<file path="config.mk">
export PLATFORM = sky130hd
export DESIGN_NAME = mem_arbiter
export DESIGN_NICKNAME = d
export VERILOG_FILES = /design/src/rtl/mem_arbiter_pkg.sv /design/src/rtl/mem_lane_fmt.sv /design/src/rtl/mem_arbiter.sv
export SDC_FILE = /design/constraint.sdc
export NUM_CORES = 1
export LEC_CHECK = 0
export CAP_MARGIN = 10
export CORE_AREA = 2 2 107 109
export DETAILED_ROUTE_END_ITERATION = 10
export DIE_AREA = 0 0 109 111
export PLACE_DENSITY = 0.75
export SLEW_MARGIN = 40
export SYNTH_ARGS = -nofsm -noshare
export SYNTH_HDL_FRONTEND = slang
export SYNTH_SLANG_ARGS = --single-unit
</file>
<file path="constraint.sdc">
create_clock -name clk -period 2.9 [get_ports clk]
set_input_delay 0.29 -clock clk [delete_from_list [all_inputs] [get_ports clk]]
set_output_delay 0.29 -clock clk [all_outputs]
set_load 0.02 [all_outputs]
</file>
<file path="src/rtl/mem_arbiter_pkg.sv">
// Shared types and funct3 codes for the memory-port arbiter and its lane formatter.
package mem_arbiter_pkg;

    typedef enum logic {ARB_IDLE, ARB_BUSY} arb_state_t;
    typedef enum logic {OWNER_IF, OWNER_LS} arb_owner_t;

    localparam logic [2:0] FUNCT3_LB  = 3'b000;
    localparam logic [2:0] FUNCT3_LH  = 3'b001;
    localparam logic [2:0] FUNCT3_LW  = 3'b010;
    localparam logic [2:0] FUNCT3_LBU = 3'b100;
    localparam logic [2:0] FUNCT3_LHU = 3'b101;
    localparam logic [2:0] FUNCT3_SB  = 3'b000;
    localparam logic [2:0] FUNCT3_SH  = 3'b001;
    localparam logic [2:0] FUNCT3_SW  = 3'b010;

    // Illegal width code for the direction, or a halfword/word access off its natural boundary.
    function automatic logic access_err(input logic we, input logic [2:0] funct3,
                                        input logic [1:0] addr_lo);
        logic legal;
        logic misaligned;
        if (we) begin
            legal = (funct3 == FUNCT3_SB) || (funct3 == FUNCT3_SH) || (funct3 == FUNCT3_SW);
        end else begin
            legal = (funct3 == FUNCT3_LB) || (funct3 == FUNCT3_LH) || (funct3 == FUNCT3_LW) ||
                    (funct3 == FUNCT3_LBU) || (funct3 == FUNCT3_LHU);
        end
        misaligned = ((funct3[1:0] == 2'b01) && addr_lo[0]) ||
                     ((funct3[1:0] == 2'b10) && (addr_lo != 2'b00));
        return !legal || misaligned;
    endfunction

endpackage

</file>
<file path="src/rtl/mem_lane_fmt.sv">
// Combinational lane formatting: store byte enables and data replication, load lane
// select with sign/zero extension, and data-access error detection.
module mem_lane_fmt
    import mem_arbiter_pkg::*;
(
    input  logic        req_we,
    input  logic [2:0]  req_funct3,
    input  logic [1:0]  req_addr_lo,
    input  logic [31:0] req_wdata,
    output logic [3:0]  st_be,
    output logic [31:0] st_wdata,
    output logic        req_err,
    input  logic [2:0]  ld_funct3,
    input  logic [1:0]  ld_addr_lo,
    input  logic [31:0] ld_rdata,
    output logic [31:0] ld_data
);

    logic [31:0] ld_shifted;
    logic [7:0]  ld_byte;
    logic [15:0] ld_half;

    assign req_err = access_err(req_we, req_funct3, req_addr_lo);

    always_comb begin
        st_be    = 4'b0000;
        st_wdata = 32'h0;
        if (req_we) begin
            case (req_funct3)
                FUNCT3_SB: begin
                    st_be    = 4'b0001 << req_addr_lo;
                    st_wdata = {4{req_wdata[7:0]}};
                end
                FUNCT3_SH: begin
                    st_be    = 4'b0011 << {req_addr_lo[1], 1'b0};
                    st_wdata = {2{req_wdata[15:0]}};
                end
                FUNCT3_SW: begin
                    st_be    = 4'b1111;
                    st_wdata = req_wdata;
                end
                default: ;
            endcase
        end
    end

    assign ld_shifted = ld_rdata >> {ld_addr_lo, 3'b000};
    assign ld_byte    = ld_shifted[7:0];
    assign ld_half    = ld_addr_lo[1] ? ld_rdata[31:16] : ld_rdata[15:0];

    always_comb begin
        ld_data = 32'h0;
        case (ld_funct3)
            FUNCT3_LB:  ld_data = {{24{ld_byte[7]}}, ld_byte};
            FUNCT3_LBU: ld_data = {24'h0, ld_byte};
            FUNCT3_LH:  ld_data = {{16{ld_half[15]}}, ld_half};
            FUNCT3_LHU: ld_data = {16'h0, ld_half};
            FUNCT3_LW:  ld_data = ld_rdata;
            default:    ld_data = 32'h0;
        endcase
    end

endmodule

</file>
<file path="src/rtl/mem_arbiter.sv">
// Arbitrates the single memory port between fetch and load/store, one access in flight.
// Define MEM_ARB_ROUND_ROBIN_EN to alternate when both requesters are pending.
module mem_arbiter
    import mem_arbiter_pkg::*;
#(
    parameter int unsigned MEM_LATENCY = 1
) (
    input  logic        clk,
    input  logic        rst_n,
    input  logic        if_req_i,
    input  logic [31:0] if_addr_i,
    output logic        if_gnt_o,
    output logic        if_rvalid_o,
    output logic [31:0] if_rdata_o,
    input  logic        ls_req_i,
    input  logic        ls_we_i,
    input  logic [2:0]  ls_funct3_i,
    input  logic [31:0] ls_addr_i,
    input  logic [31:0] ls_wdata_i,
    output logic        ls_gnt_o,
    output logic        ls_rvalid_o,
    output logic [31:0] ls_rdata_o,
    output logic        ls_err_o,
    output logic        mem_en_o,
    output logic        mem_we_o,
    output logic [31:0] mem_addr_o,
    output logic [3:0]  mem_be_o,
    output logic [31:0] mem_wdata_o,
    input  logic [31:0] mem_rdata_i
);

    localparam logic [2:0]  LAT_M1    = 3'(MEM_LATENCY - 1);
    localparam logic [31:0] WORD_MASK = 32'hFFFF_FFFC;

    arb_state_t  state_q;
    arb_owner_t  owner_q;
    logic [2:0]  cnt_q;
    logic [2:0]  funct3_q;
    logic [1:0]  addr_lo_q;
    logic        we_q;
    logic        err_q;

    logic        done;
    logic        can_grant;
    logic        prefer_ls;
    logic        if_gnt;
    logic        ls_gnt;
    logic        fmt_err;
    logic [3:0]  fmt_be;
    logic [31:0] fmt_wdata;
    logic [31:0] ld_data;

    assign done      = (state_q == ARB_BUSY) && (cnt_q == 3'd0);
    // The response cycle doubles as an idle cycle so a new grant can go out back-to-back.
    assign can_grant = rst_n && ((state_q == ARB_IDLE) || done);

`ifdef MEM_ARB_ROUND_ROBIN_EN
    arb_owner_t last_q;
    assign prefer_ls = (last_q == OWNER_IF);

    always_ff @(posedge clk or negedge rst_n) begin
        if (!rst_n) begin
            last_q <= OWNER_IF;
        end else if (ls_gnt) begin
            last_q <= OWNER_LS;
        end else if (if_gnt) begin
            last_q <= OWNER_IF;
        end
    end
`else
    assign prefer_ls = 1'b1;
`endif

    assign ls_gnt   = can_grant && ls_req_i && (prefer_ls || !if_req_i);
    assign if_gnt   = can_grant && if_req_i && !ls_gnt;
    assign ls_gnt_o = ls_gnt;
    assign if_gnt_o = if_gnt;

    mem_lane_fmt u_lane_fmt (
        .req_we      (ls_we_i),
        .req_funct3  (ls_funct3_i),
        .req_addr_lo (ls_addr_i[1:0]),
        .req_wdata   (ls_wdata_i),
        .st_be       (fmt_be),
        .st_wdata    (fmt_wdata),
        .req_err     (fmt_err),
        .ld_funct3   (funct3_q),
        .ld_addr_lo  (addr_lo_q),
        .ld_rdata    (mem_rdata_i),
        .ld_data     (ld_data)
    );

    always_comb begin
        mem_en_o    = 1'b0;
        mem_we_o    = 1'b0;
        mem_addr_o  = 32'h0;
        mem_be_o    = 4'b0000;
        mem_wdata_o = 32'h0;
        if (ls_gnt && !fmt_err) begin
            mem_en_o    = 1'b1;
            mem_we_o    = ls_we_i;
            mem_addr_o  = ls_addr_i & WORD_MASK;
            mem_be_o    = fmt_be;
            mem_wdata_o = fmt_wdata;
        end else if (if_gnt) begin
            mem_en_o   = 1'b1;
            mem_addr_o = if_addr_i & WORD_MASK;
        end
    end

    always_ff @(posedge clk or negedge rst_n) begin
        if (!rst_n) begin
            state_q   <= ARB_IDLE;
            owner_q   <= OWNER_IF;
            cnt_q     <= 3'd0;
            funct3_q  <= 3'd0;
            addr_lo_q <= 2'd0;
            we_q      <= 1'b0;
            err_q     <= 1'b0;
        end else if (ls_gnt || if_gnt) begin
            state_q   <= ARB_BUSY;
            cnt_q     <= LAT_M1;
            owner_q   <= ls_gnt ? OWNER_LS : OWNER_IF;
            funct3_q  <= ls_gnt ? ls_funct3_i : 3'd0;
            addr_lo_q <= ls_gnt ? ls_addr_i[1:0] : 2'd0;
            we_q      <= ls_gnt && ls_we_i;
            err_q     <= ls_gnt && fmt_err;
        end else if (state_q == ARB_BUSY) begin
            if (cnt_q == 3'd0) begin
                state_q <= ARB_IDLE;
            end else begin
                cnt_q <= cnt_q - 3'd1;
            end
        end
    end

    assign if_rvalid_o = done && (owner_q == OWNER_IF);
    assign if_rdata_o  = if_rvalid_o ? mem_rdata_i : 32'h0;
    assign ls_rvalid_o = done && (owner_q == OWNER_LS);
    assign ls_err_o    = ls_rvalid_o && err_q;
    assign ls_rdata_o  = (ls_rvalid_o && !err_q && !we_q) ? ld_data : 32'h0;

endmodule

</file>
==> impl_results.md <==
- Total grt overflow: 0
- Initial core utilization: 0.217
- Worst path arrival time: roughly 2.5 ns
- Final Util: 0.494
- GR Util All Layers: 0.196
- Die Ht: approximately 110 µm
- Final wirelength: ~13,000 µm
- DR pass1 iterations: 4
- ANT nets after route: 0
- Final-report hold violation count: 0
- Area delta synth->final: 128%
- Hpwl dp: around 10,000 µm
- Io pins: 275
- Ys flop type: dfrtp_1
- Placer Congestion: ~0.80
- Max Cap Viol: 0
- Worst Max-Slew Pin Slew: 0.615 ns
- Vias in the first global route: between 3,000 and 4,000
- Flip-flop and latch area: approximately 300 µm²
- Worst endpoint required time: 2.61 ns
- Mapped Cells: 341
- Max Fclk: ~360 MHz
- Clock latency on the worst-skew pair: ~0.24 ns
- First-pass GRT wire length: between 15,000 and 20,000 µm
- Site Rows: 39
- Crit Path Class: reg2out
- Run status: finished, final reports clean
- Worst Skew: around 0.0038 ns
- Initial antenna violation count: 0
- Final net count: 740
- Input/output buffers: 270
- Total Power: 1250 µW
- Cells along the critical path: mux2_2, and2_1, o21bai_2, a21oi_1, clkdlybuf4s50_1
- WHS: slightly below 0.5 ns
- Peak supply drop: 0.000122 V
- CP Capture Type: primary output
- Post-synthesis sequential area ratio: 0.125
- Worst slew margin: 0.588
- Avg Synthesized Cell Area: slightly above 7 µm²
- Async SR Flop Fraction: 1.00
- Die Width: 109 µm
- Largest net degree at the start of global routing: 34
- Class of the most critical hold timing path: in2async
- Worst Path Buf+Inv: 1
- Clock Path Buffers: 2
- DR WL/cell: 17.3 µm
- Drt first-iter violations: roughly 270
- Pleak: roughly 0.003 µW
- Critical-path top delay cell: clkdlybuf4s50_1
- Yosys reg bits: 12
- Commonest non-fill, non-tap cells in the layout: 202 x clkdlybuf4s50_1, 56 x dlymetal6s2s_1, 55 x a21oi_1
- TritonCTS clock tree: done
- Vias per inst: approximately 4.9
- H-tree lvl count: 1
- Netlist cell types: slightly above 40
- # DRC: 0
- Cell family with most CP delay: buffers and inverters
- CP max stage delay: approximately 0.58 ns
- Final setup viols: 0
- Crit path launch type: flip-flop
- CTS Buf Count: 3
- CTS Sinks: 12
- Cell Pwr Density: 228 nW/µm²
- Yosys warning count: 0
- Count of final max-slew check failures: 0
- Clock Pin Slew Worst Setup and Hold Paths: approximately 0.040 ns
- Final setup TNS: 0 ns
- Unrepaired setup endpoints after global routing: no
- Footprint of the multi-input gates: about 1900 µm²
- Layout cells sized above 1: 0.0982
- Pre-CTS setup slack: roughly 0.066 ns
- Fillers: 1,058
- EDFF count, synth: 0
- Slack of the critical path: approximately 0.14 ns
- Tcrit/Tclk final: 0.953
- Most common cell after layout, fill and taps aside: clkdlybuf4s50_1
- Root Driver: clkbuf_16
- CP max FO: 8
- ANT cells: 0
- Period minus WS final: about 2.8 ns
- Cell area after synthesis: approximately 2400 µm²
- Via Count: ~3,600
- Core Area: approximately 11,000 µm²
- Die area: roughly 12,000 µm²
[registers in the layout, summed over array words and instances (netlist names)]
signal     count
cnt_q          3
owner_q        1
err_q          1
state_q        1
addr_lo_q      2
funct3_q       3
we_q           1
[power breakdown]
group          switching, µW  internal, µW
logic                    353           407
clock network           71.0           208
registers               26.8           181
total                    451           796
[final cells by class]
| type | count | share of cell area |
|---|---|---|
| Timing Repair Buffer | 288 | 0.545 |
| Multi-Input combinational cell | 291 | 0.346 |
| Sequential cell | 12 | 0.0549 |
| Tap cell | 143 | 0.0327 |
| Clock buffer | 4 | 0.0162 |
| Inverter | 6 | 0.00480 |
[worst paths after layout]
kind / start / to / slack [ns] / cells after the start
max in group asynchronous: rst_n / addr_lo_q[1] / 2.26 / 2
min in group clk: owner_q / owner_q / 0.50 / 1
setup / recovery: addr_lo_q[1] / ls_rdata_o[11] / 0.14 / 5
hold reg to reg: owner_q / owner_q / 0.50 / 1
setup reg to reg: cnt_q[0] / addr_lo_q[0] / 1.18 / 7
hold / removal: rst_n / owner_q / 0.48 / 2
[routing by layer]
layer	vias up	wire length (µm)	track usage
li1	1750	-	-
met1	1661	4430	0.203
met2	214	6780	0.372
met3	24	1300	0.0459
met4	0	371	0.0726
met5	-	0	0
[metrics by stage]
| step | area [µm²] | std cells |
|---|---|---|
| after global routing | 5470 | 744 |
| after detailed placement | 5240 | 740 |
| after global placement | 5240 | 740 |
| final | 5470 | 744 |
| after CTS | 5320 | 744 |
| after floorplan | 2410 | 342 |
[cells in the mapped netlist, drive strengths merged, types with 3 or more instances]
library cell,number,share of area
a22oi,20,0.062
buf,21,0.065
a22o,37,0.13
nand3,3,0.010
a31oi,3,0.0078
a2bb2oi,3,0.011
nand2,49,0.077
mux2,20,0.094
clkbuf,12,0.019
nor2b,3,0.0078
a21oi,56,0.12
nor4bb,3,0.012
dfrtp,12,0.12
nand2b,5,0.013
and2,44,0.11
inv,6,0.0094
nor2,23,0.036
[logic make-up (layout without fill, tap and decap cells)]
family | Yosys count | after routing | synth area share
flops | 12 | 12 | 0.125
other cells | 1 | 2 | 0.00156
xor+xnor | 1 | 1 | 0.00364
fa+ha+maj | 2 | 2 | 0.0104
compound gates | 129 | 129 | 0.371
mux | 21 | 21 | 0.0979
buf+inv | 39 | 298 | 0.0932
simple gates | 136 | 136 | 0.297
[timing repair]
action,4_1_cts,5_1_grt
cloned,0,0
endpoints found under the setup margin,22,70
hold buffers,0,0
hold endpoints to repair,0,0
buffers inserted,0,0
gates resized for setup,9,58
pin swaps,0,0
No activity file was read; power rests on OpenSTA's default activity.
